$ cat src/rtl/cache_port_arbiter.sv
`default_nettype none
// +--------------------------------------------------------------------------+
// | cache_port_arbiter: round-robin sharing of one cache CPU port between two |
// | requesters, one transaction in flight, with response watchdog.           |
// | Revision: 1.0                                                            |
// +--------------------------------------------------------------------------+
module cache_port_arbiter #(
  parameter int AW      = 8,
  parameter int DW      = 8,
  parameter int CNT_W   = 16,
  parameter int TIMEOUT = 64
) (
  input  logic             clk,
  input  logic             rst_n,
  input  logic             m0_req_valid,
  input  logic             m0_req_rw,
  input  logic [AW-1:0]    m0_req_addr,
  input  logic [DW-1:0]    m0_req_wdata,
  output logic             m0_req_ready,
  output logic             m0_resp_valid,
  output logic [DW-1:0]    m0_resp_rdata,
  output logic             m0_resp_hit,
  input  logic             m1_req_valid,
  input  logic             m1_req_rw,
  input  logic [AW-1:0]    m1_req_addr,
  input  logic [DW-1:0]    m1_req_wdata,
  output logic             m1_req_ready,
  output logic             m1_resp_valid,
  output logic [DW-1:0]    m1_resp_rdata,
  output logic             m1_resp_hit,
  output logic             c_req_valid,
  output logic             c_req_rw,
  output logic [AW-1:0]    c_req_addr,
  output logic [DW-1:0]    c_req_wdata,
  input  logic             c_resp_valid,
  input  logic [DW-1:0]    c_resp_rdata,
  input  logic             c_hit,
  input  logic             c_ready,
  output logic [CNT_W-1:0] m0_grant_count,
  output logic [CNT_W-1:0] m1_grant_count,
  output logic             timeout_err
);

  typedef enum logic [1:0] {
    ST_IDLE  = 2'd0,
    ST_ISSUE = 2'd1,
    ST_WAIT  = 2'd2
  } state_t;

  localparam int              WD_W    = (TIMEOUT > 2) ? $clog2(TIMEOUT) : 1;
  localparam logic [WD_W-1:0] WD_LAST = WD_W'(TIMEOUT - 1);
  localparam logic [CNT_W-1:0] CNT_MAX = {CNT_W{1'b1}};

  state_t           state_q, state_d;
  logic             c_req_valid_q, c_req_valid_d;
  logic             c_req_rw_q, c_req_rw_d;
  logic [AW-1:0]    c_req_addr_q, c_req_addr_d;
  logic [DW-1:0]    c_req_wdata_q, c_req_wdata_d;
  logic             owner_q, owner_d;
  logic             last_grant_q, last_grant_d;
  logic [CNT_W-1:0] cnt0_q, cnt0_d;
  logic [CNT_W-1:0] cnt1_q, cnt1_d;
  logic             timeout_err_q, timeout_err_d;
  logic [WD_W-1:0]  wd_q, wd_d;

  logic          grant;
  logic          accept;
  logic          resp_fire;
  logic          wd_expired;
  logic [DW-1:0] resp_rdata;
  logic          resp_hit;

  always_comb begin
    // A lone requester always wins; contention alternates away from last_grant.
    if (m0_req_valid && m1_req_valid) grant = ~last_grant_q;
    else                              grant = m1_req_valid;
    accept     = (state_q == ST_IDLE) && c_ready && (m0_req_valid || m1_req_valid);
    wd_expired = (state_q == ST_WAIT) && !c_resp_valid && (wd_q == WD_LAST);
    resp_fire  = (state_q == ST_WAIT) && (c_resp_valid || (wd_q == WD_LAST));
    resp_rdata = c_resp_valid ? c_resp_rdata : '0;
    resp_hit   = c_resp_valid & c_hit;
  end

  always_comb begin
    state_d       = state_q;
    c_req_valid_d = c_req_valid_q;
    c_req_rw_d    = c_req_rw_q;
    c_req_addr_d  = c_req_addr_q;
    c_req_wdata_d = c_req_wdata_q;
    owner_d       = owner_q;
    last_grant_d  = last_grant_q;
    cnt0_d        = cnt0_q;
    cnt1_d        = cnt1_q;
    timeout_err_d = timeout_err_q;
    wd_d          = wd_q;
    case (state_q)
      ST_IDLE: begin
        if (accept) begin
          c_req_valid_d = 1'b1;
          c_req_rw_d    = grant ? m1_req_rw    : m0_req_rw;
          c_req_addr_d  = grant ? m1_req_addr  : m0_req_addr;
          c_req_wdata_d = grant ? m1_req_wdata : m0_req_wdata;
          owner_d       = grant;
          last_grant_d  = grant;
          if (!grant && cnt0_q != CNT_MAX) cnt0_d = cnt0_q + 1'b1;
          if (grant && cnt1_q != CNT_MAX)  cnt1_d = cnt1_q + 1'b1;
          state_d       = ST_ISSUE;
        end
      end
      ST_ISSUE: begin
        c_req_valid_d = 1'b0;
        wd_d          = '0;
        state_d       = ST_WAIT;
      end
      ST_WAIT: begin
        wd_d = wd_q + 1'b1;
        if (resp_fire) state_d = ST_IDLE;
        if (wd_expired) timeout_err_d = 1'b1;
      end
      default: state_d = ST_IDLE;
    endcase
  end

  always_ff @(posedge clk) begin
    if (!rst_n) begin
      state_q       <= ST_IDLE;
      c_req_valid_q <= 1'b0;
      c_req_rw_q    <= 1'b0;
      c_req_addr_q  <= '0;
      c_req_wdata_q <= '0;
      owner_q       <= 1'b0;
      last_grant_q  <= 1'b1;
      cnt0_q        <= '0;
      cnt1_q        <= '0;
      timeout_err_q <= 1'b0;
      wd_q          <= '0;
    end else begin
      state_q       <= state_d;
      c_req_valid_q <= c_req_valid_d;
      c_req_rw_q    <= c_req_rw_d;
      c_req_addr_q  <= c_req_addr_d;
      c_req_wdata_q <= c_req_wdata_d;
      owner_q       <= owner_d;
      last_grant_q  <= last_grant_d;
      cnt0_q        <= cnt0_d;
      cnt1_q        <= cnt1_d;
      timeout_err_q <= timeout_err_d;
      wd_q          <= wd_d;
    end
  end

  assign m0_req_ready   = accept & ~grant;
  assign m1_req_ready   = accept & grant;
  assign m0_resp_valid  = resp_fire & ~owner_q;
  assign m1_resp_valid  = resp_fire & owner_q;
  assign m0_resp_rdata  = m0_resp_valid ? resp_rdata : '0;
  assign m1_resp_rdata  = m1_resp_valid ? resp_rdata : '0;
  assign m0_resp_hit    = m0_resp_valid & resp_hit;
  assign m1_resp_hit    = m1_resp_valid & resp_hit;
  assign c_req_valid    = c_req_valid_q;
  assign c_req_rw       = c_req_rw_q;
  assign c_req_addr     = c_req_addr_q;
  assign c_req_wdata    = c_req_wdata_q;
  assign m0_grant_count = cnt0_q;
  assign m1_grant_count = cnt1_q;
  assign timeout_err    = timeout_err_q;

endmodule
`default_nettype wire
$ cat config.mk
export PLATFORM = sky130hd
export DESIGN_NAME = cache_port_arbiter
export DESIGN_NICKNAME = d
export VERILOG_FILES = /design/src/rtl/cache_port_arbiter.sv
export SDC_FILE = /design/constraint.sdc
export NUM_CORES = 1
export LEC_CHECK = 0
export CORE_MARGIN = 4
export CORE_UTILIZATION = 39
export DETAILED_ROUTE_END_ITERATION = 12
export PLACE_DENSITY = 0.77
export SLEW_MARGIN = 0
export SYNTH_ARGS = -nofsm -noshare
export SYNTH_HDL_FRONTEND = slang
export SYNTH_SLANG_ARGS = --single-unit
export TNS_END_PERCENT = 50
$ cat constraint.sdc
create_clock -name clk -period 1.8 [get_ports clk]
set_input_delay 0.36 -clock clk [delete_from_list [all_inputs] [get_ports clk]]
set_output_delay 0.36 -clock clk [all_outputs]
set_load 0.005 [all_outputs]
==> impl_metrics.ini, run 1 <==
[yosys]
synthFlopType = dfxtp_1
synth_nets = 406
ys_top_cells_by_area = dfxtp_1 42%, nor2_1 5.9%, a222oi_1 5.8%, a21oi_1 4.3%, nand2_1 4.0%
ys_async_sr_fraction = 0
netlist_instances = 351
netlist.area_leader.share = 0.417
seq_area_frac_synth = 0.417
synth.largest_area_cell = dfxtp_1
synth-edff-count = 0
synthesis.yosys.warnings = 0
synthesis.area_per_instance_um2 = 8.35
yosys_register_bits = 61
synth.lib_cells_used.distinct = 44
netlist_area_um2 = 2930

[placed_design]
globalplace.congestion = 0.831
port_buffers = 121
detailedPlacementHpwl_um = 6950
place_area_um2 = 4630
preCtsSetupSlack_ps = -544
placed_cells = 604

[pwr]
power.share.sequential = 0.416
power_per_cell_area_nw_per_um2 = 683
clockPowerShare = 0.420
fin_total_pwr_w = 0.00346
vdd_ir_drop_max_v = 0.000539
p_switching_w = 0.000828
power.static_leakage_nw = 1.89
power.combinational.fraction = 0.164
switching_share = 0.240
power.internal_w = 0.00263

[global_route]
grt_start_max_net_pins = 20
grt_use_met3 = 0.0845
wire_length_of_the_first_global_routing_pass_um = 15500
gr-max-usage-layer = met2
grtUsageTotal = 0.215
grt_pass1_vias = 3541
use_met2 = 0.375
met1_usage = 0.236
antenna_violations_before_repair = 0
grt.overflow.total = 0

[floorplanning]
io-pin-count = 122
rows = 31
initial_utilization = 0.402
chipWidth_um = 94.7
design.die.area_um2 = 8960
core-area_um2 = 7290
die_height_um = 94.7

[setup_path]
critical_path_buffer_and_inverter_count = 3
timing.reg2reg.worst_path_depth = 6
critical_path.startpoint_type = register
crit-reg2reg-capture = m1_grant_count[7]
timing.critical_path.cells = ha_4 -> nand3_4 -> nor2_4 -> o211ai_1 -> buf_2 -> buf_6 -> nor2_1 -> buf_2
worst_path_dominant_cell_family = buffers and inverters
slowest_stage = dfxtp_2
crit_top_cell = buf_2
reg2reg_setup_slack_ps = -70
crit-reg2reg-launch = state_q[0]
category_of_the_critical_setup_timing_path = reg2out
timing.critical_path.required_ps = 1440
critPathCaptureType = output pin
worstPathMaxFanout = 4
critical_path.max_stage_delay_ps = 340
worst_ep_arrival_time_ps = 1700

[drt]
detail_route.wl_per_cell_um = 15.7
viasPerCell = 5.57
detailedRoute.firstIterationViolations = 147
routed-via-count = 3514
count_of_tritonroute_iterations_in_the_first_routing_pass = 6
remaining_drc_errors = 0
antenna_left = 0
wl_um = 9910

[clocking]
insertion_delay_ps = 350
clock_transition_at_the_registers_of_the_reported_paths_ps = 70
numCtsBuffers = 9
maximum_level_of_the_cts_h_tree = 3
clockRootBuffer = clkbuf_8
number_of_buffers_on_the_longest_clock_path = 2
cts_tree = yes
cts_sinks = 61

[timing]
worst_slack_ps = -262
timing.slew.headroom = 0.679
final-setup-viol-count = 25
rsz0062_at_grt = yes
fmaxAchievable_ghz = 0.485
final_setup_skew_ps = 11.0
post-route-period-util = 1.15
timing.final.hold_violations = 0
tightestPinTransition_ps = 477
finalMaxSlewViolations = 0
post-route-min-period_ps = 2060

[finish]
final_area_um2 = 5060
most-common-layout-cells = 98 x clkdlybuf4s50_1, 59 x buf_4, 53 x dfxtp_1, 32 x nor2_1, 29 x nand2_1
num_antenna_cells = 0
most_common_library_cell_in_the_layout_ignoring_fill_and_taps = clkdlybuf4s50_1
stdcell_count = 631
drive_above_1_share = 0.284
areaGrowthSynthToFinish_pct = 72.8
final_nets = 582

[run_status]
violations_in_the_final_reports = setup timing
run_status = finished with violations

[hold_path]
worstHoldPathCells = 2
hold_path_end = c_req_valid
holdCritStartpoint = c_req_valid
hp-class = reg2reg

[flow_run]
cap_viol_max_count = 0
==> through the flow <==
| stage | util | hold slack, ps | setup TNS [ps] |
|---|---|---|---|
| floorplan | - | 452 | -39.9 |
| global placement | 0.635 | 456 | -17650 |
| detailed placement | 0.635 | 477 | -19650 |
| CTS | 0.675 | 490 | -4330 |
| global route | 0.695 | 514 | -6530 |
| finish | 0.695 | 487 | -4260 |
==> cell type report <==
class                      count  area, um^2
clock buffer                  13         170
clock inverter                 3        65.1
fill                         600        2230
inverter                      13        51.3
multi-input combinational    255        1770
sequential                    61        1240
tap                           99         124
timing repair buffer         187        1650
==> sequential cells by signal, indices dropped and copies added, names as in the netlist <==
signal	cells
owner_q	1
wd_q	6
m0_grant_count	16
c_req_wdata	8
c_req_rw	1
state_q	2
last_grant_q	1
timeout_err	1
c_req_addr	8
c_req_valid	1
m1_grant_count	16
==> cells in the mapped netlist (all sizes together), types with 6 or more instances <==
library cell / count
nand4: 10
inv: 13
o31ai: 11
nor3: 6
nand3: 14
a222oi: 17
mux2i: 6
nand2: 31
nor4: 6
and4: 6
or4: 10
nor2: 46
a21oi: 25
dfxtp: 61
o21ai: 12
nand2b: 7
ha: 6
clkbuf: 21
or3: 8
==> routing by layer <==
layer	vias to the layer above	part of all wire	routed length (um)
met3	15	0.084	835
met1	1677	0.39	3860
met2	145	0.51	5060
met5	-	0	0
met4	0	0.016	159
li1	1677	-	-
==> what timing repair did <==
item                                    CTS  global route
gates cloned                              1             0
hold buffers                              0             0
pin swaps                                15            17
endpoints found under the setup margin   30            44
gates resized for setup                 116            34
setup buffers                             6             4
==> worst register-to-register path, stage by stage (launching register included) <==
cell	delay (ps)
dfxtp_2	340
inv_4	70
ha_4	160
nand3_2	70
or4b_4	540
or4_1	480
a21oi_1	140
==> how the worst max path moves through the flow <==
| stage | startpoint | endpoint | slack (ps) | cells past startpoint |
|---|---|---|---|---|
| floorplan | state_q[1] | m1_grant_count[7] | -40 | 7 |
| global placement | m1_req_valid | m1_grant_count[11] | -470 | 6 |
| detailed placement | m1_req_valid | m1_grant_count[15] | -540 | 6 |
| CTS | wd_q[1] | m1_resp_rdata[5] | -260 | 8 |
| global route | wd_q[0] | m1_resp_rdata[4] | -340 | 8 |
| finish | wd_q[0] | m1_resp_rdata[0] | -260 | 8 |
==> cell families (layout without fill, tap and decap cells) <==
group	after synthesis	in the layout	synth area share
AOI/OAI and AO/OA	86	86	0.210
DFF	61	61	0.417
and+or+nand+nor	153	153	0.270
adders and majority gates	6	6	0.0256
buffers and inverters	35	216	0.0453
muxes	6	6	0.0205
xor gates and xnor gates	4	4	0.0120
==> power by group through the flow <==
| stage | logic [W] | clock network, W | registers [W] |
|---|---|---|---|
| floorplan | 0.000215 | 0 | 0.00147 |
| global placement | 0.000519 | 0 | 0.00146 |
| detailed placement | 0.000534 | 0 | 0.00146 |
| CTS | 0.000545 | 0.00147 | 0.00144 |
| global route | 0.000615 | 0.00154 | 0.00145 |
| finish | 0.000567 | 0.00145 | 0.00144 |
(Power assumes the default switching activity.)
==> run 2, diff against run 1 <==
--- a/config.mk
+++ b/config.mk
@@ -6,9 +6,11 @@
 export NUM_CORES = 1
 export LEC_CHECK = 0
 export CORE_MARGIN = 4
-export CORE_UTILIZATION = 39
+export CORE_UTILIZATION = 40
+export CTS_BUF_LIST = sky130_fd_sc_hd__clkbuf_8
 export DETAILED_ROUTE_END_ITERATION = 12
-export PLACE_DENSITY = 0.77
+export PLACE_DENSITY = 0.79
+export SETUP_SLACK_MARGIN = 0.4
 export SLEW_MARGIN = 0
 export SYNTH_ARGS = -nofsm -noshare
 export SYNTH_HDL_FRONTEND = slang
==> run 2 against run 1 <==
- first-iteration DRC count rose by 140%
- sequential power barely moved
- cell count rose by 2.4%
- clock power fell by 14%
- global-route usage rose by 3.5 points
- via count rose by 9.8%
- the flow still finishes with violations (setup timing)
- flip-flop and latch count did not move
- largest cell class unchanged
==> impl_metrics.ini, run 2 (synthesized netlist as in run 1, its figures left out) <==
[drt]
detailedRoute.firstIterationViolations = 351
count_of_tritonroute_iterations_in_the_first_routing_pass = 8
remaining_drc_errors = 0
detail_route.wl_per_cell_um = 20.1
wl_um = 13000
viasPerCell = 5.97
antenna_left = 0
routed-via-count = 3858

[setup_path]
timing.reg2reg.worst_path_depth = 8
critPathCaptureType = output pin
worst_path_dominant_cell_family = buffers and inverters
crit_path_start = wd_q[1]
critical_path.max_stage_delay_ps = 360
critical_path.startpoint_type = register
reg2reg_setup_slack_ps = -190
timing.critical_path.required_ps = 1440
crit-reg2reg-launch = state_q[0]
category_of_the_critical_setup_timing_path = reg2out
critical_path_buffer_and_inverter_count = 3
timing.critical_path.cells = ha_4 -> nand3_4 -> nor2_4 -> o211ai_1 -> buf_4 -> buf_12 -> nor2_2 -> buf_2
worst_ep_arrival_time_ps = 1780
slowest_stage = dfxtp_4
worstPathMaxFanout = 3
crit-reg2reg-capture = m1_grant_count[7]

[timing]
tightestPinTransition_ps = 798
fin_worst_hold_slack_ps = 472
rsz0062_at_grt = yes
worst_slack_ps = -336
post-route-min-period_ps = 2140
post-route-period-util = 1.19
fmaxAchievable_ghz = 0.468
timing.final.hold_violations = 0
final-setup-viol-count = 36
finalMaxSlewViolations = 0
timing.slew.headroom = 0.463
final_setup_skew_ps = 6.97

[finish]
areaGrowthSynthToFinish_pct = 91.1
num_antenna_cells = 0
sequential_cell_area_um2 = 1290
drive_above_1_share = 0.435
final_nets = 600
most_common_library_cell_in_the_layout_ignoring_fill_and_taps = buf_4
multi_input_area_um2 = 2120
most-common-layout-cells = 53 x buf_4, 49 x clkdlybuf4s50_1, 40 x dlygate4sd2_1, 35 x nor2_1, 30 x dfxtp_1
fillers = 413

[floorplanning]
io-pin-count = 122
chipWidth_um = 93.6
initial_utilization = 0.422
rows = 30
core-area_um2 = 6940
die_height_um = 93.6
design.die.area_um2 = 8760

[clocking]
clockRootBuffer = clkbuf_8
maximum_level_of_the_cts_h_tree = 3
cts_hold_repair.buffers = 0
number_of_buffers_on_the_longest_clock_path = 2
insertion_delay_ps = 360
clock_transition_at_the_registers_of_the_reported_paths_ps = 80
numCtsBuffers = 9
cts_tree = yes
cts_sinks = 61

[run_status]
run_status = finished with violations
violations_in_the_final_reports = setup timing

[pwr]
fin_total_pwr_w = 0.00330
power_per_cell_area_nw_per_um2 = 590
power.static_leakage_nw = 2.31
vdd_ir_drop_max_v = 0.000341

[global_route]
grt.overflow.total = 0
wire_length_of_the_first_global_routing_pass_um = 17400
grtUsageTotal = 0.250
grt_start_max_net_pins = 23
antenna_violations_before_repair = 0
grt_pass1_vias = 3611

[placed_design]
preCtsSetupSlack_ps = -505
globalplace.congestion = 0.883
port_buffers = 121
detailedPlacementHpwl_um = 6730

[flow_run]
cap_viol_max_count = 0

[hold_path]
worstHoldPathCells = 2
holdCritStartpoint = c_req_valid
hold_path_end = c_req_valid
hp-class = reg2reg
==> run 2: cell count changes in the layout (fill, tap and decap cells not counted), sizes merged <==
cell	before	now
and4	6	7
buf	87	104
bufinv	2	1
clkbuf	13	15
clkdlybuf4s15	1	4
clkdlybuf4s50	98	49
clkinv	1	2
clkinvlp	0	1
dlygate4sd2	1	40
dlymetal6s2s	0	1
inv	13	16
==> run 2: through the flow <==
step                setup TNS [ps]  std cells  cell area [um^2]   util
floorplan                    -39.6        351              3070      -
global placement            -17980        591              4600  0.663
detailed placement          -20300        591              4600  0.663
CTS                          -4860        636              5270  0.759
global route                -10300        646              5600  0.806
finish                       -6670        646              5600  0.806
==> run 2: report_power, final <==
part	total (W)	switching, W	internal [W]
sequential	0.00142	0.0000369	0.00139
clock	0.00125	0.000605	0.000644
combinational	0.000630	0.000284	0.000346
total	0.00330	0.000926	0.00238
==> run 2: worst max path at each step <==
stage                         endpoint  slack, ps  cells after the start
floorplan            m1_grant_count[7]        -40                      7
global placement    m1_grant_count[11]       -460                      6
detailed placement  m1_grant_count[13]       -510                      6
CTS                   m0_resp_rdata[3]       -280                      8
global route          m0_resp_rdata[0]       -440                      8
finish                m0_resp_rdata[0]       -340                      8
==> run 2: per-layer routing <==
metal | global-route usage | vias up | routed length (um)
met5 | 0 | - | 0
met4 | 0.0987 | 0 | 414
met3 | 0.0732 | 48 | 1080
met2 | 0.447 | 238 | 6710
met1 | 0.277 | 1849 | 4780
li1 | - | 1723 | -
==> run 2: worst reg2reg max path: stages (launching register included) <==
cell and delay (ps):
dfxtp_2 330, inv_2 70, buf_6 100, ha_4 140, nand3_2 70, or4b_4 540, buf_4 170, o31ai_1 340
a21oi_2 110
==> run 2: final cells by class <==
class | count | area share
Tap cell | 96 | 0.0214
Clock buffer | 9 | 0.0221
Inverter | 13 | 0.00961
Timing Repair Buffer | 204 | 0.324
Clock inverter | 7 | 0.0130
Multi-Input combinational cell | 256 | 0.379
Sequential cell | 61 | 0.231
==> run 2: repair_timing <==
| item | 4_1_cts | 5_1_grt |
|---|---|---|
| resized for setup | 258 | 67 |
| setup buffers | 26 | 9 |
| endpoints found under the setup margin | 127 | 96 |
| cloned | 3 | 1 |
| pin swaps | 58 | 51 |
==> run 3, diff against run 2 <==
--- a/config.mk
+++ b/config.mk
@@ -5,10 +5,12 @@
 export SDC_FILE = /design/constraint.sdc
 export NUM_CORES = 1
 export LEC_CHECK = 0
+export CAP_MARGIN = 20
 export CORE_MARGIN = 4
 export CORE_UTILIZATION = 40
 export CTS_BUF_LIST = sky130_fd_sc_hd__clkbuf_8
 export DETAILED_ROUTE_END_ITERATION = 12
+export GPL_TIMING_DRIVEN = 0
 export PLACE_DENSITY = 0.79
 export SETUP_SLACK_MARGIN = 0.4
 export SLEW_MARGIN = 0
==> run 3 against run 2 <==
- the run still ends with setup timing left
- critical path depth is 3 higher
- clock power grew 6%
- sequential power hardly changed
- via count rose by 2.6%
- largest power group unchanged
- fmax rose by 0.14%
- count of clock-buffer cells in the layout rose by 2
- register-to-register slack got worse by 140 ps
==> impl_metrics.ini, run 3 (synthesized netlist as in run 1, its figures left out) <==
[run_status]
run_status = finished with violations
violations_in_the_final_reports = setup timing

[drt]
detail_route.wl_per_cell_um = 21.2
remaining_drc_errors = 0
count_of_tritonroute_iterations_in_the_first_routing_pass = 6
antenna_left = 0
viasPerCell = 6.17
routed-via-count = 3958
wl_um = 13600
detailedRoute.firstIterationViolations = 514

[finish]
sequential_cell_area_um2 = 1280
num_antenna_cells = 0
multi_input_area_um2 = 2120
most-common-layout-cells = 62 x clkdlybuf4s50_1, 37 x dfxtp_1, 33 x nor2_1, 32 x dlygate4sd2_1, 32 x buf_4
drive_above_1_share = 0.416
fillers = 381
final_nets = 596
areaGrowthSynthToFinish_pct = 92.7
stdcell_count = 642
most_common_library_cell_in_the_layout_ignoring_fill_and_taps = clkdlybuf4s50_1
final_area_um2 = 5650

[floorplanning]
rows = 30
die_height_um = 93.6
initial_utilization = 0.422
chipWidth_um = 93.6
core-area_um2 = 6940
design.die.area_um2 = 8760
io-pin-count = 122

[clocking]
numCtsBuffers = 9
insertion_delay_ps = 360
cts_tree = yes
number_of_buffers_on_the_longest_clock_path = 2
clockRootBuffer = clkbuf_8
maximum_level_of_the_cts_h_tree = 3
cts_sinks = 61
clock_transition_at_the_registers_of_the_reported_paths_ps = 70

[timing]
post-route-min-period_ps = 2130
rsz0062_at_grt = yes
worst_slack_ps = -333
timing.slew.headroom = 0.531
setup-tns-final_ps = -9040
finalMaxSlewViolations = 0
tightestPinTransition_ps = 703
final-setup-viol-count = 59
post-route-period-util = 1.18
timing.final.hold_violations = 0
fmaxAchievable_ghz = 0.469
final_setup_skew_ps = 12.1

[pwr]
power.combinational.fraction = 0.205
clockPowerShare = 0.383
vdd_ir_drop_max_v = 0.000302
power.internal_w = 0.00249
power.static_leakage_nw = 2.23
power.share.sequential = 0.412
p_switching_w = 0.000983
switching_share = 0.283
power_per_cell_area_nw_per_um2 = 616

[global_route]
grt_use_met3 = 0.0660
gr-max-usage-layer = met2
use_met2 = 0.433
antenna_violations_before_repair = 0
wire_length_of_the_first_global_routing_pass_um = 17600
grt_pass1_vias = 3538
grt_start_max_net_pins = 12
grtUsageTotal = 0.253
met1_usage = 0.308
grt.overflow.total = 0

[setup_path]
slowest_stage = or3_1
critical_path_buffer_and_inverter_count = 6
worst_path_dominant_cell_family = simple AND/OR/NAND/NOR gates
category_of_the_critical_setup_timing_path = reg2reg
timing.reg2reg.worst_path_depth = 11
reg2reg_setup_slack_ps = -330
worstPathMaxFanout = 4
crit-reg2reg-launch = state_q[1]
worst_ep_arrival_time_ps = 2410
timing.critical_path.cells = inv_2 -> ha_4 -> buf_6 -> buf_6 -> and3_4 -> buf_6 -> nand4_1 -> clkbuf_8 -> buf_6 -> or3_1 -> a21oi_1
crit_top_cell = buf_6
critPathCaptureType = register
timing.critical_path.required_ps = 2080
crit-reg2reg-capture = m0_grant_count[11]
critical_path.startpoint_type = register
critical_path.max_stage_delay_ps = 350

[hold_path]
worstHoldPathCells = 3
hold_path_end = m1_grant_count[1]
hp-class = in2reg
holdCritStartpoint = rst_n

[placed_design]
detailedPlacementHpwl_um = 6750
place_area_um2 = 4390
placed_cells = 567
port_buffers = 120
globalplace.congestion = 0.872
preCtsSetupSlack_ps = -908

[flow_run]
cap_viol_max_count = 0
-- run 3: changes by cell type in the layout (fill, tap and decap cells not counted), moves of 5 or more --
cell and delta:
clkbuf_8 +5, buf_8 +8, buf_4 -21, dfxtp_1 +7, clkdlybuf4s50_1 +13, dlygate4sd2_1 -8
-- run 3: worst max-delay path by stage --
stage	startpoint	end	slack (ps)	cells after the start
floorplan	state_q[1]	m1_grant_count[7]	-40	7
global placement	c_resp_valid	m0_resp_hit	-890	5
detailed placement	c_resp_valid	m0_resp_hit	-910	5
CTS	state_q[0]	m1_grant_count[7]	-230	8
global route	state_q[1]	m0_grant_count[11]	-360	11
finish	state_q[1]	m0_grant_count[11]	-330	11
-- run 3: layout make-up --
type                            instances  share of cell area
Multi-Input combinational cell        255               0.375
Timing Repair Buffer                  179               0.291
Sequential cell                        61               0.227
Buffer                                 22              0.0388
Clock buffer                           11              0.0268
Tap cell                               96              0.0213
Clock inverter                          5              0.0102
Inverter                               13             0.00997
-- run 3: timing repair --
action,CTS,global route
pin swaps,65,34
cloned,2,1
buffers inserted,41,15
setup endpoints to repair,134,104
hold buffers,0,0
resized for setup,223,111
-- run 3: routing by layer --
layer,vias to the layer above,part of all wire
li1,1714,-
met1,1903,0.38
met2,274,0.49
met3,67,0.084
met4,0,0.043
met5,-,0
-- run 3: worst reg2reg max path, stage by stage (launching register included) --
cell      delay (ps)
dfxtp_2          330
inv_2             70
ha_4             150
buf_6            100
buf_6             80
and3_4           200
buf_6            110
nand4_1          170
clkbuf_8         220
buf_6            110
or3_1            350
a21oi_1          150
-- run 3: power by group through the flow --
stage / combinational (W) / clock (W) / sequential (W)
after global routing: 0.000752 / 0.00140 / 0.00144
after floorplan: 0.000231 / 0 / 0.00147
after detailed placement: 0.000490 / 0 / 0.00147
after global placement: 0.000481 / 0 / 0.00147
after CTS: 0.000588 / 0.00130 / 0.00143
final: 0.000713 / 0.00133 / 0.00143
-- run 3: through the flow --
step                       util  hold WS, ps  total power (W)
after floorplan               -          451          0.00170
after global placement    0.632          458          0.00195
after detailed placement  0.632          466          0.00196
after CTS                 0.738          474          0.00332
after global routing      0.813          456          0.00359
final                     0.813          451          0.00348
